## src/rtl/movimenta_objeto.sv

```systemverilog
// Position controller for the movable square: registers direction keys, resolves
// per-axis intent against collision flags once per movement tick, and steps xPos/yPos.
module movimenta_objeto #(
    parameter int TICK_DIV = 833333,
    parameter int PASSO    = 2,
    parameter int X_INI    = 120,
    parameter int Y_INI    = 130,
    parameter int X_MAX    = 640,
    parameter int Y_MAX    = 480,
    parameter int SETTLE   = 2
) (
    input  logic       VGA_clk,
    input  logic       reset,
    input  logic [6:0] tamanho,
    input  logic       tecla_cima,
    input  logic       tecla_baixo,
    input  logic       tecla_esq,
    input  logic       tecla_dir,
    input  logic       colisao_min_y,
    input  logic       colisao_max_y,
    input  logic       colisao_min_x,
    input  logic       colisao_max_x,
    output logic [9:0] xPos,
    output logic [8:0] yPos,
    output logic       passo_strobe,
    output logic       movendo
);

    localparam int              CW      = (TICK_DIV > 1) ? $clog2(TICK_DIV) : 1;
    localparam int              SW      = (SETTLE > 1) ? $clog2(SETTLE + 1) : 1;
    localparam logic [CW-1:0]   CNT_MAX = CW'(TICK_DIV - 1);
    localparam logic [SW-1:0]   SET_MAX = SW'(SETTLE - 1);
    localparam logic [10:0]     PASSO_W = 11'(PASSO);
    localparam logic [10:0]     X_MAX_W = 11'(X_MAX);
    localparam logic [10:0]     Y_MAX_W = 11'(Y_MAX);

    typedef enum logic [1:0] {ESPERA, AVALIA, MOVE, ASSENTA} estado_t;

    estado_t               estado, prox_estado;
    logic [CW-1:0]         cnt;
    logic [SW-1:0]         settle_cnt;
    logic                  tick;
    logic                  eval_en, move_en, settle_en;
    logic [3:0]            teclas_p0;
    logic signed [1:0]     dx_p1, dy_p1;
    logic [10:0]           lim_x, lim_y;
    logic [9:0]            x_novo;
    logic [8:0]            y_novo;

    // Opposing keys cancel; a blocked direction resolves to no motion on that axis.
    function automatic logic signed [1:0] resolve(input logic neg, input logic pos,
                                                  input logic bloq_neg, input logic bloq_pos);
        if (neg && !pos && !bloq_neg)
            resolve = -2'sd1;
        else if (pos && !neg && !bloq_pos)
            resolve = 2'sd1;
        else
            resolve = 2'sd0;
    endfunction

    // Saturating step: floor at 0, ceiling at lim (also pulls an out-of-range coordinate back).
    function automatic logic [10:0] avanca(input logic [10:0] pos, input logic signed [1:0] d,
                                           input logic [10:0] lim);
        logic [10:0] soma;
        soma = pos + PASSO_W;
        if (d == -2'sd1)
            avanca = (pos < PASSO_W) ? 11'd0 : pos - PASSO_W;
        else if (d == 2'sd1)
            avanca = (soma > lim) ? lim : soma;
        else
            avanca = pos;
    endfunction

    always_ff @(posedge VGA_clk) begin
        if (reset)
            cnt <= '0;
        else if (cnt == CNT_MAX)
            cnt <= '0;
        else
            cnt <= cnt + CW'(1);
    end

    assign tick = (cnt == CNT_MAX);

    // Stage p0: key capture
    always_ff @(posedge VGA_clk) begin
        if (reset)
            teclas_p0 <= 4'b0000;
        else
            teclas_p0 <= {tecla_cima, tecla_baixo, tecla_esq, tecla_dir};
    end

    always_ff @(posedge VGA_clk) begin
        if (reset)
            estado <= ESPERA;
        else
            estado <= prox_estado;
    end

    always_comb begin
        prox_estado = estado;
        case (estado)
            ESPERA:  if (tick) prox_estado = AVALIA;
            AVALIA:  prox_estado = MOVE;
            MOVE:    prox_estado = ASSENTA;
            ASSENTA: if (settle_cnt == SET_MAX) prox_estado = ESPERA;
            default: prox_estado = ESPERA;
        endcase
    end

    always_comb begin
        eval_en   = (estado == AVALIA);
        move_en   = (estado == MOVE);
        settle_en = (estado == ASSENTA);
    end

    always_ff @(posedge VGA_clk) begin
        if (reset || move_en)
            settle_cnt <= '0;
        else if (settle_en)
            settle_cnt <= settle_cnt + SW'(1);
    end

    // Stage p1: per-axis intent
    always_ff @(posedge VGA_clk) begin
        if (reset) begin
            dx_p1 <= 2'sd0;
            dy_p1 <= 2'sd0;
        end else if (eval_en) begin
            dy_p1 <= resolve(teclas_p0[3], teclas_p0[2], colisao_min_y, colisao_max_y);
            dx_p1 <= resolve(teclas_p0[1], teclas_p0[0], colisao_min_x, colisao_max_x);
        end
    end

    always_comb begin
        lim_x  = X_MAX_W - {4'b0000, tamanho};
        lim_y  = Y_MAX_W - {4'b0000, tamanho};
        x_novo = 10'(avanca({1'b0, xPos}, dx_p1, lim_x));
        y_novo = 9'(avanca({2'b00, yPos}, dy_p1, lim_y));
    end

    // Stage p2: position update
    always_ff @(posedge VGA_clk) begin
        if (reset) begin
            xPos         <= 10'(X_INI);
            yPos         <= 9'(Y_INI);
            passo_strobe <= 1'b0;
            movendo      <= 1'b0;
        end else begin
            passo_strobe <= move_en;
            if (move_en) begin
                xPos    <= x_novo;
                yPos    <= y_novo;
                movendo <= (x_novo != xPos) || (y_novo != yPos);
            end
        end
    end

endmodule

```

## config.mk

```make
export PLATFORM = sky130hd
export DESIGN_NAME = movimenta_objeto
export DESIGN_NICKNAME = d
export VERILOG_FILES = /design/src/rtl/movimenta_objeto.sv
export SDC_FILE = /design/constraint.sdc
export NUM_CORES = 1
export LEC_CHECK = 0
export ABC_AREA = 1
export CORE_MARGIN = 2
export CORE_UTILIZATION = 25
export DETAILED_ROUTE_END_ITERATION = 10
export GPL_ROUTABILITY_DRIVEN = 1
export SYNTH_ARGS = -nofsm -noshare
export SYNTH_HDL_FRONTEND = slang
export SYNTH_SLANG_ARGS = --single-unit
```

## constraint.sdc

```tcl
create_clock -name VGA_clk -period 4.25 [get_ports VGA_clk]
set_input_delay 0.85 -clock VGA_clk [delete_from_list [all_inputs] [get_ports VGA_clk]]
set_output_delay 0.85 -clock VGA_clk [all_outputs]
set_load 0.02 [all_outputs]
```

---- Yosys cells after proc, flatten, opt, wreduce, memory -nomap -nowiden ----
Cells that the tools add are included.
word-level totals
  input port bits ......................... 17
  register bits ........................... 53
  word-level logic and storage cells ...... 71
operators by class
  mux-type cells .......................... 15
  equality and inequality tests ........... 13
  magnitude comparators ................... 4
  reduce and logical (&&, ||, !) cells .... 21
  $add $sub $neg .......................... 8
operators with widths
  operator                                                                        count
  10-bit two-way mux                                                              4
  9-bit two-way mux                                                               4
  20-bit by 1-bit adder with 20-bit output (second input constant)                1
  20-bit equality test (second input constant)                                    1
  10-bit by 2-bit adder with 11-bit output (second input constant)                1
  10-bit by 11-bit greater-than comparator with 1-bit output                      1
  11-bit greater-than comparator                                                  1
  10-bit by 7-bit subtractor with 11-bit output (first input constant)            1
  9-bit by 2-bit adder with 10-bit output (second input constant)                 1
  10-bit by 2-bit less-than comparator with 1-bit output (second input constant)  1
  10-bit != test                                                                  1
  10-bit by 2-bit subtractor with 10-bit output (second input constant)           1
  9-bit by 7-bit subtractor with 10-bit output (first input constant)             1
  9-bit by 2-bit less-than comparator with 1-bit output (second input constant)   1
  9-bit != test                                                                   1
  9-bit by 2-bit subtractor with 9-bit output (second input constant)             1
  2-bit by 1-bit equality test with 1-bit output (second input constant)          4
  2-bit equality test (second input constant)                                     4
  1-bit logical AND                                                               8
  1-bit logical NOT                                                               8
  2-bit two-way mux                                                               4
  2-bit case mux with 4 select lines                                              1
  2-bit by 1-bit adder with 2-bit output (second input constant)                  1
  2-bit logical NOT                                                               1
  6 further kinds                                                                 8

---- Longest topological paths before layout ----
  depth in word-level cells ............... 7
  depth in mapped cells ................... 30

---- Worst setup path after synthesis ----
OpenSTA, ideal clock, no wires.
  path kind ............................... input-to-reg
  start point ............................. input port tamanho[0]
  end point ............................... register movendo
  data required time ...................... 4.138 ns
  data arrival time ....................... 3.486 ns
  slack ................................... 0.652 ns
  path buffers ............................ 0
  stages on the path ...................... 24
  path through ............................ inv_1 ha_1 inv_1 nor2_1 nand3_1 nor2_1 xor2_1 inv_1 ha_1 nand2_1 nor4_1 nand4_4 nand2_4 nand2_1 nand3_1 nand2_1 nand2_1 nand2_1 nor2_1 nand2_1 nor2_1 nand2_1 nand2_1 nand2_1
on the way
  cells in the longest elaborated chain, start to end .. 7
  elaborated cells on any way between the ends .. 13
RTL lines
  item                                                                                                                  line      source
  from (decl)                                                                                                           14        input logic [6:0] tamanho,
  10-bit by 7-bit subtractor with 11-bit output / 9-bit by 7-bit subtractor with 10-bit output (equally long branches)  136, 137
  11-bit greater-than comparator / 10-bit by 11-bit greater-than comparator with 1-bit output (equally long branches)   69        avanca = (soma > lim) ? lim : soma;
  10-bit two-way mux / 9-bit two-way mux (equally long branches)                                                        69
  10-bit two-way mux / 9-bit two-way mux (equally long branches)                                                        68        else if (d == 2'sd1)
  10-bit two-way mux / 9-bit two-way mux (equally long branches)                                                        66        if (d == -2'sd1)
  10-bit != test / 9-bit != test (equally long branches)                                                                154       movendo <= (x_novo != xPos) || (y_novo != yPos);
  1-bit logical OR (*)                                                                                                  154
  to (signal assigned)                                                                                                  154
  to (decl)                                                                                                             26        output logic movendo
Mark *: on every way between the ends. The rest lies on a longest branch, timed or not.
A chain may end at the register's enable or synchronous reset.

---- Final worst setup path ----
  start point ............................. input port tamanho[1]
  end point ............................... register movendo
The elaborated chain is that of the path after synthesis.

==> impl_metrics.py <==
metrics = {
    "detailed_routing": {
        "post-route-drc-count": 0,
        "dr.pass1.iters": 5,
        "routed_wl_um": 11600,
        "viasPerCell": 4.64,
        "postRouteAntennaNets": 0,
        "drtIter0Drc": 295,
        "avgRoutedWirePerCell_um": 12.5,
        "routed-via-count": 4319,
    },
    "floorplanning": {
        "row_count": 47,
        "ios": 38,
        "die_h_um": 133,
        "die_w_um": 133,
        "core_area_um2": 16500,
        "initial_core_util": 0.253,
        "die-area_um2": 17700,
    },
    "synthesis": {
        "netlist.area_leader.share": 0.254,
        "synth_edf_count": 0,
        "yosys.area_share.simple": 0.375,
        "synth_cells": 654,
        "synthMuxAreaShare": 0,
        "synth_most_common_cell": "nand2_1",
        "synth_top_family_by_area": "simple AND/OR/NAND/NOR gates",
        "synthFlopType": "dfxtp_1",
        "synthAdderAreaFrac": 0.0840,
        "synthXorXnorAreaFrac": 0.0504,
        "synth_cell_types": 42,
        "synth_compound_area_frac": 0.133,
        "syn-num-nets": 699,
        "netlist_top_cells_count": "nand2_1 (154), inv_1 (96), nand3_1 (79), nor2_1 (62), dfxtp_1 (53)",
        "ys_seq_area_frac": 0.254,
        "yosys.area.top_type": "dfxtp_1",
        "synth_warnings": 0,
        "synth_area_leaders": "dfxtp_1 (25%), nand2_1 (14%), nand3_1 (9.5%), inv_1 (8.6%), ha_1 (8.4%)",
        "netlist_area_um2": 4170,
        "ys_seq_elements": 53,
        "synthArstFlopShare": 0,
        "synth.avg_cell_area_um2": 6.38,
    },
    "critical_path": {
        "path_max_fanout": 9,
        "cpPeakStageDelay_ns": 0.42,
        "slowest_stage": "clkdlybuf4s50_1",
        "critPathKind": "in -> reg",
        "cp.required_ns": 4.45,
        "cp-end-kind": "flip-flop",
        "path_common_cell": "nand2_1",
        "start_kind": "primary input",
        "crit_arrival_ns": 4.13,
    },
    "clocking": {
        "cts.root.buffer_cell": "clkbuf_16",
        "cts.sink_count": 53,
        "cts_made_buffers": 5,
        "holdBufCountCts": 0,
        "cts_tree": "yes",
        "clockBufferDepth": 2,
        "htreeDepth": 2,
        "path_clk_slew_ns": 0.07,
        "clock_latency_ns": 0.30,
    },
    "pwr": {
        "p_leak_nw": 2.34,
        "power_density_nw_per_um2": 196,
        "ir_drop_v": 0.000210,
    },
    "placement": {
        "hpwlAfterDp_um": 9060,
        "globalplace.congestion": 0.917,
        "dp.cells": 919,
        "dp_slack_ns": -0.140,
        "portBuffers": 37,
    },
    "grt": {
        "overflow": 0,
        "grt_antenna_before_repair": 0,
        "grt_pass1_wl_um": 19500,
        "grt_usage": 0.134,
        "grt_max_degree": 17,
        "grt_pass1_vias": 4061,
    },
    "sta": {
        "min_period_over_period": 0.924,
        "period_minus_slack_ns": 3.93,
        "setup_violations": 0,
        "relSlewSlack": 0.564,
        "fin_setup_tns_ns": 0,
        "timing.hold.ws_ns": 0.451,
        "setup_slack_ns": 0.322,
        "hold_viol": 0,
        "finClkSkew_ns": 0.00509,
        "fmax_mhz": 255,
        "worst_pin_slew_ns": 0.651,
        "finalMaxSlewViolations": 0,
    },
    "finish": {
        "register_area_um2": 1060,
        "final_nets": 755,
        "antenna_cells": 0,
        "num-fill-cells": 1836,
        "stdcell_count": 931,
        "utilization": 0.310,
        "multi_input_area_um2": 2710,
        "syn_to_final_growth_pct": 22.5,
        "drive_above_1_share": 0.0928,
    },
    "min_path": {
        "hold_class": "reg -> reg",
    },
    "job": {
        "cap_violations": 0,
    },
    "outcome": {
        "status": "finished clean",
    },
}
## cells in the final DEF, fill, tap and decap left out, types with 10 or more instances in the layout
master             n
a21oi_1           36
buf_4             22
clkdlybuf4s50_1   36
dfxtp_1           53
ha_1              28
inv_1             95
nand2_1          153
nand3_1           78
nor2_1            60
nor2_2            11
o21ai_0           22
o22ai_1           10
xor2_1            21
## flip-flops by register name, indices dropped and copies added (netlist names)
signal,flops
cnt,20
dx_p1,2
dy_p1,2
estado,2
movendo,1
passo_strobe,1
settle_cnt,2
teclas_p0,4
xPos,10
yPos,9
## metrics by stage
stage | area [um^2] | total power, mW
2_1_floorplan | 4170 | 0.560
3_3_place_gp | 4900 | 0.595
3_5_place_dp | 4900 | 0.596
4_1_cts | 5050 | 1.02
5_1_grt | 5110 | 1.06
6_report | 5110 | 1.00
## timing repair
action | 4_1_cts | 5_1_grt
buffers inserted | 0 | 4
resized for setup | 0 | 9
endpoints found under the setup margin | 0 | 1
## worst max-delay path, delay by kind of cell
kind / cells / cell delay, ns
and+or+nand+nor: 21 / 1.76
adders and majority gates: 2 / 0.42
buffers and inverters: 6 / 0.78
xor gates and xnor gates: 1 / 0.18
AOI/OAI and AO/OA: 1 / 0.14
## power by group
| part | internal (mW) | switching [mW] |
|---|---|---|
| sequential | 0.501 | 0.00317 |
| combinational | 0.0372 | 0.0474 |
| clock | 0.220 | 0.195 |
## cells by family (layout without fill, tap and decap cells)
group | Yosys count | in the layout
simple gates | 344 | 344
buf+inv | 112 | 169
compound gates | 93 | 93
flops | 53 | 53
fa+ha+maj | 28 | 28
xor+xnor | 24 | 24
## layer usage
layer | vias up | wire, um | GRT usage
met2 | 120 | 5090 | 0.215
li1 | 2252 | - | -
met1 | 1927 | 5600 | 0.181
met4 | 0 | 221 | 0.0431
met3 | 20 | 689 | 0.0285
met5 | - | 0 | 0
## area by class of cell
class,instances,share of cell area
repair buffers,59,0.105
flip-flops and latches,53,0.208
well taps,220,0.0539
inverters,102,0.0749
multi-input cells,489,0.530
clock buffers,6,0.0252
clock inverters,2,0.00269
## path summary, 6_finish.rpt
path | start | end | slack [ns] | cells after the start
setup / recovery | tamanho[1] | movendo | 0.32 | 31
hold / removal | cnt[19] | cnt[19] | 0.45 | 1
setup reg to reg | xPos[1] | movendo | 0.91 | 23
hold reg to reg | cnt[19] | cnt[19] | 0.45 | 1
Note: power is estimated with default switching activity, not from simulation.
